### config.mk
export PLATFORM = sky130hd
export DESIGN_NAME = key_debounce_flat
export DESIGN_NICKNAME = d
export VERILOG_FILES = /design/src/rtl/key_debounce_if.sv /design/src/rtl/key_debounce.sv /design/src/flat_wrapper.sv
export SDC_FILE = /design/constraint.sdc
export NUM_CORES = 1
export LEC_CHECK = 0
export CAP_MARGIN = 5
export CORE_ASPECT_RATIO = 0.6
export CORE_MARGIN = 1
export CORE_UTILIZATION = 65
export CTS_CLUSTER_SIZE = 8
export DETAILED_ROUTE_END_ITERATION = 7
export HOLD_SLACK_MARGIN = 0.15
export PLACE_DENSITY = 0.93
export SYNTH_ARGS = -nofsm -noshare
export SYNTH_HDL_FRONTEND = slang
export SYNTH_SLANG_ARGS = --single-unit
### constraint.sdc
create_clock -name clk -period 11.58 [get_ports clk]
set_clock_uncertainty 0.1 [all_clocks]
set_input_delay 1.158 -clock clk [delete_from_list [all_inputs] [get_ports clk]]
set_output_delay 1.158 -clock clk [all_outputs]
set_load 0.05 [all_outputs]
### src/rtl/key_debounce_if.sv
// Key panel bundle: raw active-low buttons and repeat enable in, set pulses and levels out.
interface key_debounce_if;
  logic sw_hour;
  logic sw_min;
  logic repeat_en;
  logic hour_pulse;
  logic min_pulse;
  logic hour_level;
  logic min_level;

  modport master (
    output sw_hour, sw_min, repeat_en,
    input  hour_pulse, min_pulse, hour_level, min_level
  );

  modport slave (
    input  sw_hour, sw_min, repeat_en,
    output hour_pulse, min_pulse, hour_level, min_level
  );
endinterface

### src/rtl/key_debounce.sv
// Two independent debounce/auto-repeat channels; press pulse DB_CYCLES+2 edges after the raw low.
// Outputs are free-running set requests with no backpressure; the consumer must take every pulse.
module key_debounce_ch #(
  parameter int DB_CYCLES     = 500000,
  parameter int REPEAT_DELAY  = 25000000,
  parameter int REPEAT_PERIOD = 10000000,
  parameter int CW            = 25
) (
  input  logic clk,
  input  logic rst,
  input  logic sw_n_i,
  input  logic repeat_en_i,
  output logic pulse_o,
  output logic level_o
);
  typedef enum logic [2:0] {IDLE, PRESS_CHK, HELD, REPEAT, REL_CHK} state_t;

  localparam logic [CW-1:0] DB_C = CW'(DB_CYCLES);
  localparam logic [CW-1:0] RD_C = CW'(REPEAT_DELAY);
  localparam logic [CW-1:0] RP_C = CW'(REPEAT_PERIOD);
  localparam logic [CW-1:0] ONE  = CW'(1);

  logic          sync1_q, sync2_q;
  state_t        state_q, state_d;
  logic [CW-1:0] cnt_q, cnt_d, cnt_inc;
  logic [CW-1:0] hcnt_q, hcnt_d, hcnt_inc;
  logic          pulse_q, pulse_d;
  logic          fire;
  logic          pressed;

  // Synchronizer resets to the released level so a held key is debounced afresh.
  always_ff @(posedge clk or negedge rst) begin
    if (!rst) begin
      sync1_q <= 1'b1;
      sync2_q <= 1'b1;
    end else begin
      sync1_q <= sw_n_i;
      sync2_q <= sync1_q;
    end
  end

  always_ff @(posedge clk or negedge rst) begin
    if (!rst) begin
      state_q <= IDLE;
      cnt_q   <= '0;
      hcnt_q  <= '0;
      pulse_q <= 1'b0;
    end else begin
      state_q <= state_d;
      cnt_q   <= cnt_d;
      hcnt_q  <= hcnt_d;
      pulse_q <= pulse_d;
    end
  end

  assign pressed  = ~sync2_q;
  assign cnt_inc  = (cnt_q == '1)  ? cnt_q  : cnt_q + ONE;
  assign hcnt_inc = (hcnt_q == '1) ? hcnt_q : hcnt_q + ONE;

  always_comb begin
    state_d = state_q;
    cnt_d   = cnt_q;
    hcnt_d  = hcnt_q;
    fire    = 1'b0;
    case (state_q)
      IDLE: begin
        cnt_d  = '0;
        hcnt_d = '0;
        if (pressed) begin
          if (ONE >= DB_C) begin
            state_d = HELD;
            fire    = 1'b1;
          end else begin
            state_d = PRESS_CHK;
            cnt_d   = ONE;
          end
        end
      end
      PRESS_CHK: begin
        if (!pressed) begin
          state_d = IDLE;
          cnt_d   = '0;
        end else if (cnt_inc >= DB_C) begin
          state_d = HELD;
          fire    = 1'b1;
          cnt_d   = '0;
          hcnt_d  = '0;
        end else begin
          cnt_d = cnt_inc;
        end
      end
      HELD, REPEAT: begin
        if (!pressed) begin
          hcnt_d = '0;
          if (ONE >= DB_C) begin
            state_d = IDLE;
            cnt_d   = '0;
          end else begin
            state_d = REL_CHK;
            cnt_d   = ONE;
          end
        end else if (!repeat_en_i) begin
          // Dropping the enable parks in HELD so re-enabling waits the full delay again.
          state_d = HELD;
          hcnt_d  = '0;
        end else if (hcnt_inc >= ((state_q == HELD) ? RD_C : RP_C)) begin
          state_d = REPEAT;
          fire    = 1'b1;
          hcnt_d  = '0;
        end else begin
          hcnt_d = hcnt_inc;
        end
      end
      REL_CHK: begin
        if (pressed) begin
          state_d = HELD;
          cnt_d   = '0;
          hcnt_d  = '0;
        end else if (cnt_inc >= DB_C) begin
          state_d = IDLE;
          cnt_d   = '0;
        end else begin
          cnt_d = cnt_inc;
        end
      end
      default: begin
        state_d = IDLE;
        cnt_d   = '0;
        hcnt_d  = '0;
      end
    endcase
  end

  always_comb begin
    pulse_d = fire;
    level_o = (state_q == HELD) || (state_q == REPEAT) || (state_q == REL_CHK);
  end

  assign pulse_o = pulse_q;
endmodule

module key_debounce #(
  parameter int DB_CYCLES     = 500000,
  parameter int REPEAT_DELAY  = 25000000,
  parameter int REPEAT_PERIOD = 10000000
) (
  input logic          clk,
  input logic          rst,
  key_debounce_if.slave kb
);
  localparam int MAX_DR = (DB_CYCLES > REPEAT_DELAY) ? DB_CYCLES : REPEAT_DELAY;
  localparam int MAXP   = (MAX_DR > REPEAT_PERIOD) ? MAX_DR : REPEAT_PERIOD;
  localparam int CW     = $clog2(MAXP + 1);

  key_debounce_ch #(
    .DB_CYCLES(DB_CYCLES), .REPEAT_DELAY(REPEAT_DELAY),
    .REPEAT_PERIOD(REPEAT_PERIOD), .CW(CW)
  ) u_hour (
    .clk(clk), .rst(rst), .sw_n_i(kb.sw_hour), .repeat_en_i(kb.repeat_en),
    .pulse_o(kb.hour_pulse), .level_o(kb.hour_level)
  );

  key_debounce_ch #(
    .DB_CYCLES(DB_CYCLES), .REPEAT_DELAY(REPEAT_DELAY),
    .REPEAT_PERIOD(REPEAT_PERIOD), .CW(CW)
  ) u_min (
    .clk(clk), .rst(rst), .sw_n_i(kb.sw_min), .repeat_en_i(kb.repeat_en),
    .pulse_o(kb.min_pulse), .level_o(kb.min_level)
  );
endmodule
### src/flat_wrapper.sv
// flat-port wrapper written by rule: the top's interface ports become plain ports
module key_debounce_flat 
#(
  parameter int DB_CYCLES     = 500000,
  parameter int REPEAT_DELAY  = 25000000,
  parameter int REPEAT_PERIOD = 10000000
)
  (clk, rst, kb_sw_hour, kb_sw_min, kb_repeat_en, kb_hour_pulse, kb_min_pulse, kb_hour_level, kb_min_level);
  key_debounce_if kb_i ();
  input logic clk;
  input logic rst;
  input wire logic [$bits(kb_i.sw_hour)-1:0] kb_sw_hour;
  input wire logic [$bits(kb_i.sw_min)-1:0] kb_sw_min;
  input wire logic [$bits(kb_i.repeat_en)-1:0] kb_repeat_en;
  output wire logic [$bits(kb_i.hour_pulse)-1:0] kb_hour_pulse;
  output wire logic [$bits(kb_i.min_pulse)-1:0] kb_min_pulse;
  output wire logic [$bits(kb_i.hour_level)-1:0] kb_hour_level;
  output wire logic [$bits(kb_i.min_level)-1:0] kb_min_level;
  assign kb_i.sw_hour = kb_sw_hour;
  assign kb_i.sw_min = kb_sw_min;
  assign kb_i.repeat_en = kb_repeat_en;
  assign kb_hour_pulse = kb_i.hour_pulse;
  assign kb_min_pulse = kb_i.min_pulse;
  assign kb_hour_level = kb_i.hour_level;
  assign kb_min_level = kb_i.min_level;
  key_debounce #(.DB_CYCLES(DB_CYCLES), .REPEAT_DELAY(REPEAT_DELAY), .REPEAT_PERIOD(REPEAT_PERIOD)) u_core (.clk(clk), .rst(rst), .kb(kb_i));
endmodule
==> impl_metrics.yaml <==
power_and_ir_drop:
  p_per_area_mw_per_mm2: 88.1
  power_uw: 748
  p_leak_uw: 0.00359
  peakVddDrop_mv: 0.0585
logic_synthesis:
  synth_ff_type: "dfrtp_1"
  ys_seq_elements: 112
  async_flop_share: 1.00
  syn_nets: 980
  yosysWarnings: 0
  synth_edf_count: 0
  synth_cells: 943
  syn_area_sq_mm: 0.00812
  synth_cell_type_count: 91
  seq_area_frac_synth: 0.346
  syn_avg_cell_area_sq_um: 8.61
detailed_routing:
  routed_wl_microns: 20200
  drtAntennaViolNets: 0
  via_count: 7673
  wl_per_cell_microns: 18.7
  via_per_inst: 7.08
  drt_pass1_iterations: 6
  drc: 0
  dr.first_iter.drc_count: 962
global_routing:
  grt_pass1_wl_microns: 32700
  antenna_found_initial: 0
  grt_pass1_vias: 6387
  grt_max_degree: 75
  gr-total-overflow: 0
  grt_use_total: 0.318
clock_network:
  cts_tree: "yes"
  clkTransAtPathRegs_ns: 0.08
  post_cts.repair.setup_buffers: 0
  htree_levels: 3
  cts.sinks: 112
  insertion_delay_ns: 0.37
  cts_inserted_buffers: 9
  ctsHoldBuffers: 0
  clock_path_buffers: 2
  cts_resized: 0
  clockRootBuffer: "clkbuf_16"
timing:
  setup_viol: 0
  final_max_slew_viol_count: 0
  finalSetupTns_ns: 0
  maxSlewHeadroom: 0.338
  fmax_ghz: 0.192
  timing.final.crit_share: 0.450
  tightest_slew_ns: 0.984
  fin_hold_ws_ns: 0.260
  fin_crit_ns: 5.22
  grt_setup_unrepaired: "false"
  worst_slack_ns: 6.36
  final-hold-violation-count: 0
final_layout:
  nNetsFinal: 951
  area.growth.synth_to_final_pct: 4.59
  antenna_cells: 0
  drive_gt1_frac: 0.0751
  fillers: 915
  fin_util: 0.702
critical_path:
  crit_fanout: 24
  cp-start-kind: "flip-flop"
  cp.arrival_ns: 5.37
  worst-setup-path-type: "flip-flop to flip-flop"
  crit_path_end_kind: "flip-flop"
  cp.required_ns: 11.73
placement:
  hpwlAfterDp_microns: 14400
  place_ws_ns: 6.54
  port_buffers: 8
  globalplace.congestion: 1.01
hold_path:
  worstHoldPathType: "flip-flop to flip-flop"
job:
  cap_violations: 0
die:
  io_pins: 9
  core_sq_mm: 0.0121
  rows: 31
  die_area_sq_mm: 0.0130
  start_util: 0.671
  die_h_microns: 88.6
  die_w_microns: 146
run_status:
  status: "complete, no violations"
-- logic make-up after synthesis --
kind of cell    Yosys count  synth area share
flops                   112             0.346
compound gates          249             0.223
simple gates            429             0.286
buf+inv                  71            0.0408
mux                       5           0.00617
xor+xnor                 45            0.0486
fa+ha+maj                32            0.0493
-- path summary, 6_finish.rpt --
check                                       start                  endpoint  slack, ns  cells after the start
min                         u_core.u_hour.sync1_q     u_core.u_hour.sync2_q       0.26                      0
max reg2reg                u_core.u_min.hcnt_q[4]   u_core.u_min.hcnt_q[19]       6.36                     16
min reg2reg                 u_core.u_hour.sync1_q     u_core.u_hour.sync2_q       0.26                      0
max in group asynchronous                     rst    u_core.u_min.cnt_q[13]       9.41                      2
max                        u_core.u_min.hcnt_q[4]   u_core.u_min.hcnt_q[19]       6.36                     16
min in group asynchronous                     rst  u_core.u_hour.hcnt_q[11]       0.66                      1
-- sequential cells by signal, indices dropped and copies added (netlist names) --
| signal | count |
|---|---|
| u_core.u_hour.cnt_q | 25 |
| u_core.u_min.sync1_q | 1 |
| u_core.u_hour.state_q | 3 |
| u_core.u_min.state_q | 3 |
| u_core.u_hour.sync2_q | 1 |
| u_core.u_min.cnt_q | 25 |
| u_core.u_min.pulse_o | 1 |
| u_core.u_min.sync2_q | 1 |
| u_core.u_hour.sync1_q | 1 |
| u_core.u_hour.pulse_o | 1 |
| u_core.u_min.hcnt_q | 25 |
| u_core.u_hour.hcnt_q | 25 |
-- layout by cell type (no fill, tap or decap), drive strengths merged, types with 7 or more instances in the layout --
master         synthesis  final
a221o                 10     10
nand2                 99     99
or3                   11     11
dfrtp                108    108
nor3                  23     23
clkbuf                28      9
a31oi                 22     22
a21o                  14     14
a211oi                11     11
and2                   8      8
nand2b                11     11
ha                    32     32
and4                  13     13
nor2                  71     71
and3                  38     38
clkdlybuf4s50          0      7
xor2                  23     23
nor4                  20     20
o21ai                 50     50
nand3                 64     64
nand4                 33     33
o311ai                 7      7
inv                   19     22
a22o                  17     17
or2                   12     12
xnor2                 22     22
or4                    8      8
a21oi                 54     54
-- report_power, final --
part | switching, uW | leakage [uW] | internal [uW]
clock network | 168 | 0.000147 | 155
logic | 20.8 | 0.00190 | 7.80
registers | 3.10 | 0.00154 | 393
total | 192 | 0.00359 | 556
-- metal layers --
metal / wire [microns] / global-route usage / up-vias
met4: 172 / 0.0597 / 0
met3: 2370 / 0.0789 / 32
met2: 8260 / 0.447 / 485
li1: - / - / 3504
met1: 9440 / 0.492 / 3652
met5: 0 / 0 / -
-- worst max-delay path, cell delays in order (launching register included) --
cell and delay, ns:
dfrtp_1 0.52, nand4_1 0.22, or4_1 0.60, o31a_1 0.38, nand3_1 0.22, nor2_1 0.08
or2_2 0.28, ha_1 0.27, nand3_1 0.08, or4b_2 0.66, a31o_2 0.23, o311ai_1 0.30
a211o_1 0.21, a21oi_2 0.16, buf_4 0.29, and3_1 0.21, a221o_1 0.26
-- stage by stage --
stage          std cells  instance area [sq um]
2_1_floorplan        943                   8120
3_3_place_gp        1068                   8180
3_5_place_dp        1068                   8180
4_1_cts             1084                   8490
5_1_grt             1084                   8490
6_report            1084                   8490
-- area by class of cell --
cell class	count	area (sq um)	area share
Timing Repair Buffer	12	108	0.0127
Sequential cell	112	2810	0.331
Tap cell	165	206	0.0243
Clock buffer	9	225	0.0265
Clock inverter	7	85.1	0.0100
Multi-Input combinational cell	760	4990	0.587
Inverter	19	71.3	0.00840
-- cells in the mapped netlist, types with 8 or more instances --
master,count,share of area
a21oi_1,49,0.030
a211oi_1,9,0.0083
a21o_1,14,0.013
clkbuf_1,27,0.012
nand4_1,31,0.024
buf_2,15,0.0092
or3_1,11,0.0085
or2_2,10,0.0077
nand2b_1,11,0.0085
a31oi_1,22,0.017
dfrtp_1,108,0.33
o21ai_1,13,0.0080
nor4_1,16,0.012
nand3_1,63,0.039
xnor2_1,22,0.024
nor3_1,21,0.013
nor2_1,69,0.032
nand2_1,99,0.046
and4_1,13,0.014
inv_1,19,0.0088
and3_1,38,0.029
o21ai_0,36,0.022
and2_1,8,0.0062
xor2_1,23,0.025
a221o_1,10,0.012
a22o_1,17,0.018
ha_1,32,0.049
Note: power is estimated with default switching activity, not from simulation.
==> RTL edit 1: new RTL, config.mk and constraints unchanged <==
`DB_CYCLES` is set to 500000 in 3 places; all go to 250000.
--- a/src/rtl/key_debounce.sv
+++ b/src/rtl/key_debounce.sv
@@ -3,3 +3,3 @@
 module key_debounce_ch #(
-  parameter int DB_CYCLES     = 500000,
+  parameter int DB_CYCLES     = 250000,
   parameter int REPEAT_DELAY  = 25000000,
@@ -142,3 +142,3 @@
 module key_debounce #(
-  parameter int DB_CYCLES     = 500000,
+  parameter int DB_CYCLES     = 250000,
   parameter int REPEAT_DELAY  = 25000000,
--- a/src/flat_wrapper.sv
+++ b/src/flat_wrapper.sv
@@ -3,3 +3,3 @@
 #(
-  parameter int DB_CYCLES     = 500000,
+  parameter int DB_CYCLES     = 250000,
   parameter int REPEAT_DELAY  = 25000000,
Check against the original RTL: no difference found for any inputs over 10 cycles, from zero or initial values and one cycle with rst low; that may be too few to reach the edited logic, so the function may still have changed.
==> RTL edit 1 against the unedited design <==
Design area about the same; wire length down 1.7%; worst setup slack worse by 330 ps; power up 3.2%; sequential cell count unchanged; synthesized area down 0.11%; count of clock-buffer cells in the layout up 3; critical endpoint is now u_core.u_min.hcnt_q[2]; largest cell class unchanged; largest power group unchanged; highest routed layer unchanged.
==> RTL edit 1: results (changes against the unedited design) <==
INFO  metric met3_length = 1827 um (-23%)
INFO  metric postSynthAreaPerCell = 8.351 um^2 (-3.0%)
INFO  metric cp_slowest_stage_delay = 1040 ps (+380 ps)
INFO  metric globalRouteMet3Util = 5.773% (-2.1 points)
INFO  metric detailroute.via_count = 7625 (-0.63%)
INFO  metric numCtsBuffers = 9 (unchanged)
INFO  metric timing.critical_path.to = u_core.u_min.hcnt_q[2]
INFO  metric post-dp-hpwl = 13880 um (-3.9%)
INFO  metric ys_types = 90 (-1.1%)
INFO  metric grt.met2_usage = 47.66% (+3.0 points)
INFO  metric drt-initial-drc-count = 730 (-24%)
INFO  metric drt-wirelength-per-cell = 17.87 um (-4.3%)
INFO  metric synthAdderAreaFrac = 4.938% (+0.0053 points)
INFO  metric reg2regPathDepth = 18 (+2)
INFO  metric worst_slew_pin_slew = 1322 ps (+337.6 ps)
INFO  metric synth-compound-area-share = 23.48% (+1.2 points)
INFO  metric grt_max_degree = 60 (-20%)
INFO  metric final_net_count = 981 (+3.2%)
INFO  metric met2_wirelength = 8367 um (+1.2%)
INFO  metric peakVddDrop = 0.06903 mV (+18%)
INFO  metric setup_ws = 6035 ps (-328.4 ps)
INFO  metric synthMuxAreaShare = 0.6326% (+0.016 points)
INFO  metric min_delay_path_depth = 0 (unchanged)
INFO  metric worst_path_max_delay_cell = sky130_fd_sc_hd__nor2_2
INFO  metric grt_use_met1 = 48.88% (-0.31 points)
INFO  metric ys_top_cells_by_area = sky130_fd_sc_hd__dfrtp_1, sky130_fd_sc_hd__ha_1, sky130_fd_sc_hd__nand2_1, sky130_fd_sc_hd__nor2_1, sky130_fd_sc_hd__a21oi_1
INFO  metric seq_total_area_yosys = 34.62% (+0.037 points)
INFO  metric post_dp_cell_area = 0.008168 mm^2 (-0.15%)
INFO  metric syn_nets = 1008 (+2.9%)
INFO  metric placed_cells = 1098 (+2.8%)
INFO  metric report.power.total = 771.9 uW (+3.2%)
INFO  metric result_of_the_run = finished clean
INFO  metric ys_top_cells_by_count = sky130_fd_sc_hd__dfrtp_1, sky130_fd_sc_hd__nand2_1, sky130_fd_sc_hd__nor2_1
INFO  metric crit_start = u_core.u_min.hcnt_q[0]
INFO  metric synth.top_cell.area_share = 33.33% (+0.036 points)
INFO  metric m1WireLength = 9374 um (-0.71%)
INFO  metric gr-usage-all-layers = 32.12% (+0.33 points)
INFO  metric gp_congestion = 0.9634 (-4.9%)
INFO  metric critical_path.max_fanout = 33 (+38%)
INFO  metric synth_xor_xnor_area_share = 3.780% (-1.1 points)
INFO  metric pleak = 3.561 nW (-0.81%)
INFO  metric postRouteWirelength = 19910 um (-1.7%)
INFO  metric vias_in_the_first_global_route = 6646 (+4.1%)
INFO  metric arrival_time_worst_endpoint = 5710 ps (+340 ps)
INFO  metric drive_gt1_share = 5.479% (-2.0 points)
INFO  metric holdCritPathClass = flip-flop to flip-flop
INFO  metric drt-pass1-iter-count = 5 (-1)
INFO  metric pre_cts_ws = 6148 ps (-390.2 ps)
## RTL edit 1: cell count changes in the layout (fill, tap and decap cells not counted), moves of 9 or more
cell / change
sky130_fd_sc_hd__nor2_1: +21
sky130_fd_sc_hd__o21ai_1: +14
sky130_fd_sc_hd__xor2_1: -13
sky130_fd_sc_hd__and3_1: -12
sky130_fd_sc_hd__nand3_1: -12
sky130_fd_sc_hd__a21oi_1: +11
sky130_fd_sc_hd__a221o_1: -9
sky130_fd_sc_hd__and2_1: +9
sky130_fd_sc_hd__o21ai_0: +9
## RTL edit 1: final cells by class
cell class	instances	area (um^2)
repair buffers	12	107.6
flip-flops and latches	112	2808
inverters	27	101.3
clock inverters	4	77.57
clock buffers	12	246.5
well taps	165	206.4
multi-input cells	782	4945
fillers	940	3610
## RTL edit 1: power breakdown
part           internal [mW]  switching (mW)
Clock                  0.197           0.146
Sequential             0.394         0.00349
Combinational        0.00924          0.0226
Total                  0.600           0.172
==> RTL edit 2: new RTL, same flow settings <==
Without the edit above. Reset style: synchronous (`rst`), changed in 2 clocked blocks.
--- a/src/rtl/key_debounce.sv
+++ b/src/rtl/key_debounce.sv
@@ -31,3 +31,3 @@
   // Synchronizer resets to the released level so a held key is debounced afresh.
-  always_ff @(posedge clk or negedge rst) begin
+  always_ff @(posedge clk) begin
     if (!rst) begin
@@ -41,3 +41,3 @@
 
-  always_ff @(posedge clk or negedge rst) begin
+  always_ff @(posedge clk) begin
     if (!rst) begin
Formal check against the unedited RTL: same outputs for any inputs over 10 cycles, from zero or initial values and one cycle with rst low; that may be too few to reach the edited logic, so the function may still have changed.
==> RTL edit 2 against the unedited design <==
Wire length shrank 3.5%; die area shrank 5.1%; final cell count grew 5.2%; non-clock buffer count grew 3; synthesized area shrank 5.2%; worst setup slack lost 69 ps; sequential share of layout area shrank 5.5 points; via count grew 0.43%; sequential cell count is the same; design area shrank 4.1%; critical path type unchanged; critical endpoint is now u_core.u_hour.hcnt_q[20].
Power is not compared: it rests on default switching activity, and its combinational part moved more than twofold at a synthesized area within 25%.
==> RTL edit 2: results (changes against the unedited design) <==
INFO  metric result_of_the_run = finished clean
INFO  metric final_net_count = 1012 (+6.4%)
INFO  metric drt-pass1-iter-count = 5 (-1)
INFO  metric postSynth.asyncResetShare = 0% (-100 points)
INFO  metric met3_length = 2017 um (-15%)
INFO  metric first_pass_grt_wire_length = 33150 um (+1.2%)
INFO  metric vias_in_the_first_global_route = 6820 (+6.8%)
INFO  metric ys_top_cells_by_count = sky130_fd_sc_hd__dfxtp_1, sky130_fd_sc_hd__nand2_1, sky130_fd_sc_hd__nor2_1
INFO  metric reg2regPathDepth = 19 (+3)
INFO  metric grt_max_degree = 56 (-25%)
INFO  metric detailroute.via_count = 7706 (+0.43%)
INFO  metric hold_path_end = u_core.u_hour.sync2_q
INFO  metric drt-initial-drc-count = 870 (-9.6%)
INFO  metric min_delay_path_depth = 1 (+1)
INFO  metric cp_slowest_stage_delay = 780 ps (+120 ps)
INFO  metric m1WireLength = 9225 um (-2.3%)
INFO  metric seq_total_area_yosys = 29.14% (-5.4 points)
INFO  metric worst_hold_startpoint = u_core.u_hour.sync1_q
INFO  metric post-dp-hpwl = 13860 um (-4.0%)
INFO  metric critical_path.max_fanout = 26 (+8.3%)
INFO  metric met2_wirelength = 8013 um (-3.0%)
INFO  metric grt.met2_usage = 47.82% (+3.1 points)
INFO  metric ys_types = 81 (-11%)
INFO  metric regToRegEndpoint = u_core.u_hour.hcnt_q[20]
INFO  metric final.fill_count = 953 (+4.2%)
-- RTL edit 2: changes by cell type after synthesis, sizes merged, moves of 9 or more --
cell,delta
dfrtp,-108
o221ai,+9
nand2,+12
or3,+10
a22o,-9
a221o,-9
dfxtp,+112
inv,+29
nor2,-10
xor2,-9
nand3,-11
-- RTL edit 2: worst max-delay path by stage --
stage	from	to	slack, ps	cells past startpoint
after floorplan	u_core.u_min.hcnt_q[13]	u_core.u_min.hcnt_q[0]	7220	19
after global placement	u_core.u_hour.hcnt_q[15]	u_core.u_hour.hcnt_q[20]	6500	19
after detailed placement	u_core.u_hour.hcnt_q[15]	u_core.u_hour.hcnt_q[3]	6460	19
after CTS	u_core.u_hour.hcnt_q[15]	u_core.u_hour.hcnt_q[3]	6390	19
after global routing	u_core.u_hour.hcnt_q[15]	u_core.u_hour.hcnt_q[3]	5970	19
final	u_core.u_hour.hcnt_q[15]	u_core.u_hour.hcnt_q[20]	6290	19
-- RTL edit 2: metrics by stage --
step	utilization [%]	hold slack, ps	setup slack (ps)	instance area, um^2	cells
after detailed placement	68.50	326.0	6463	7816	1124
final	71.36	341.3	6294	8143	1140
after global routing	71.36	360.8	5973	8143	1140
after CTS	71.36	345.7	6390	8143	1140
after global placement	68.50	298.9	6499	7816	1124
after floorplan	-	286.3	7224	7694	993
-- RTL edit 2: cell type report --
cell class	count	area (um^2)	share of cell area, %
sequential	112	2242	27.54
clock buffer	9	225.2	2.766
multi-input combinational	789	5066	62.22
tap	160	200.2	2.459
clock inverter	7	101.3	1.245
inverter	48	180.2	2.213
timing repair buffer	15	127.6	1.567
-- RTL edit 2: cells by family after synthesis --
kind of cell | after synthesis
DFF | 112
xor gates and xnor gates | 41
muxes | 11
and+or+nand+nor | 436
AOI/OAI and AO/OA | 269
buffers and inverters | 92
adders and majority gates | 32
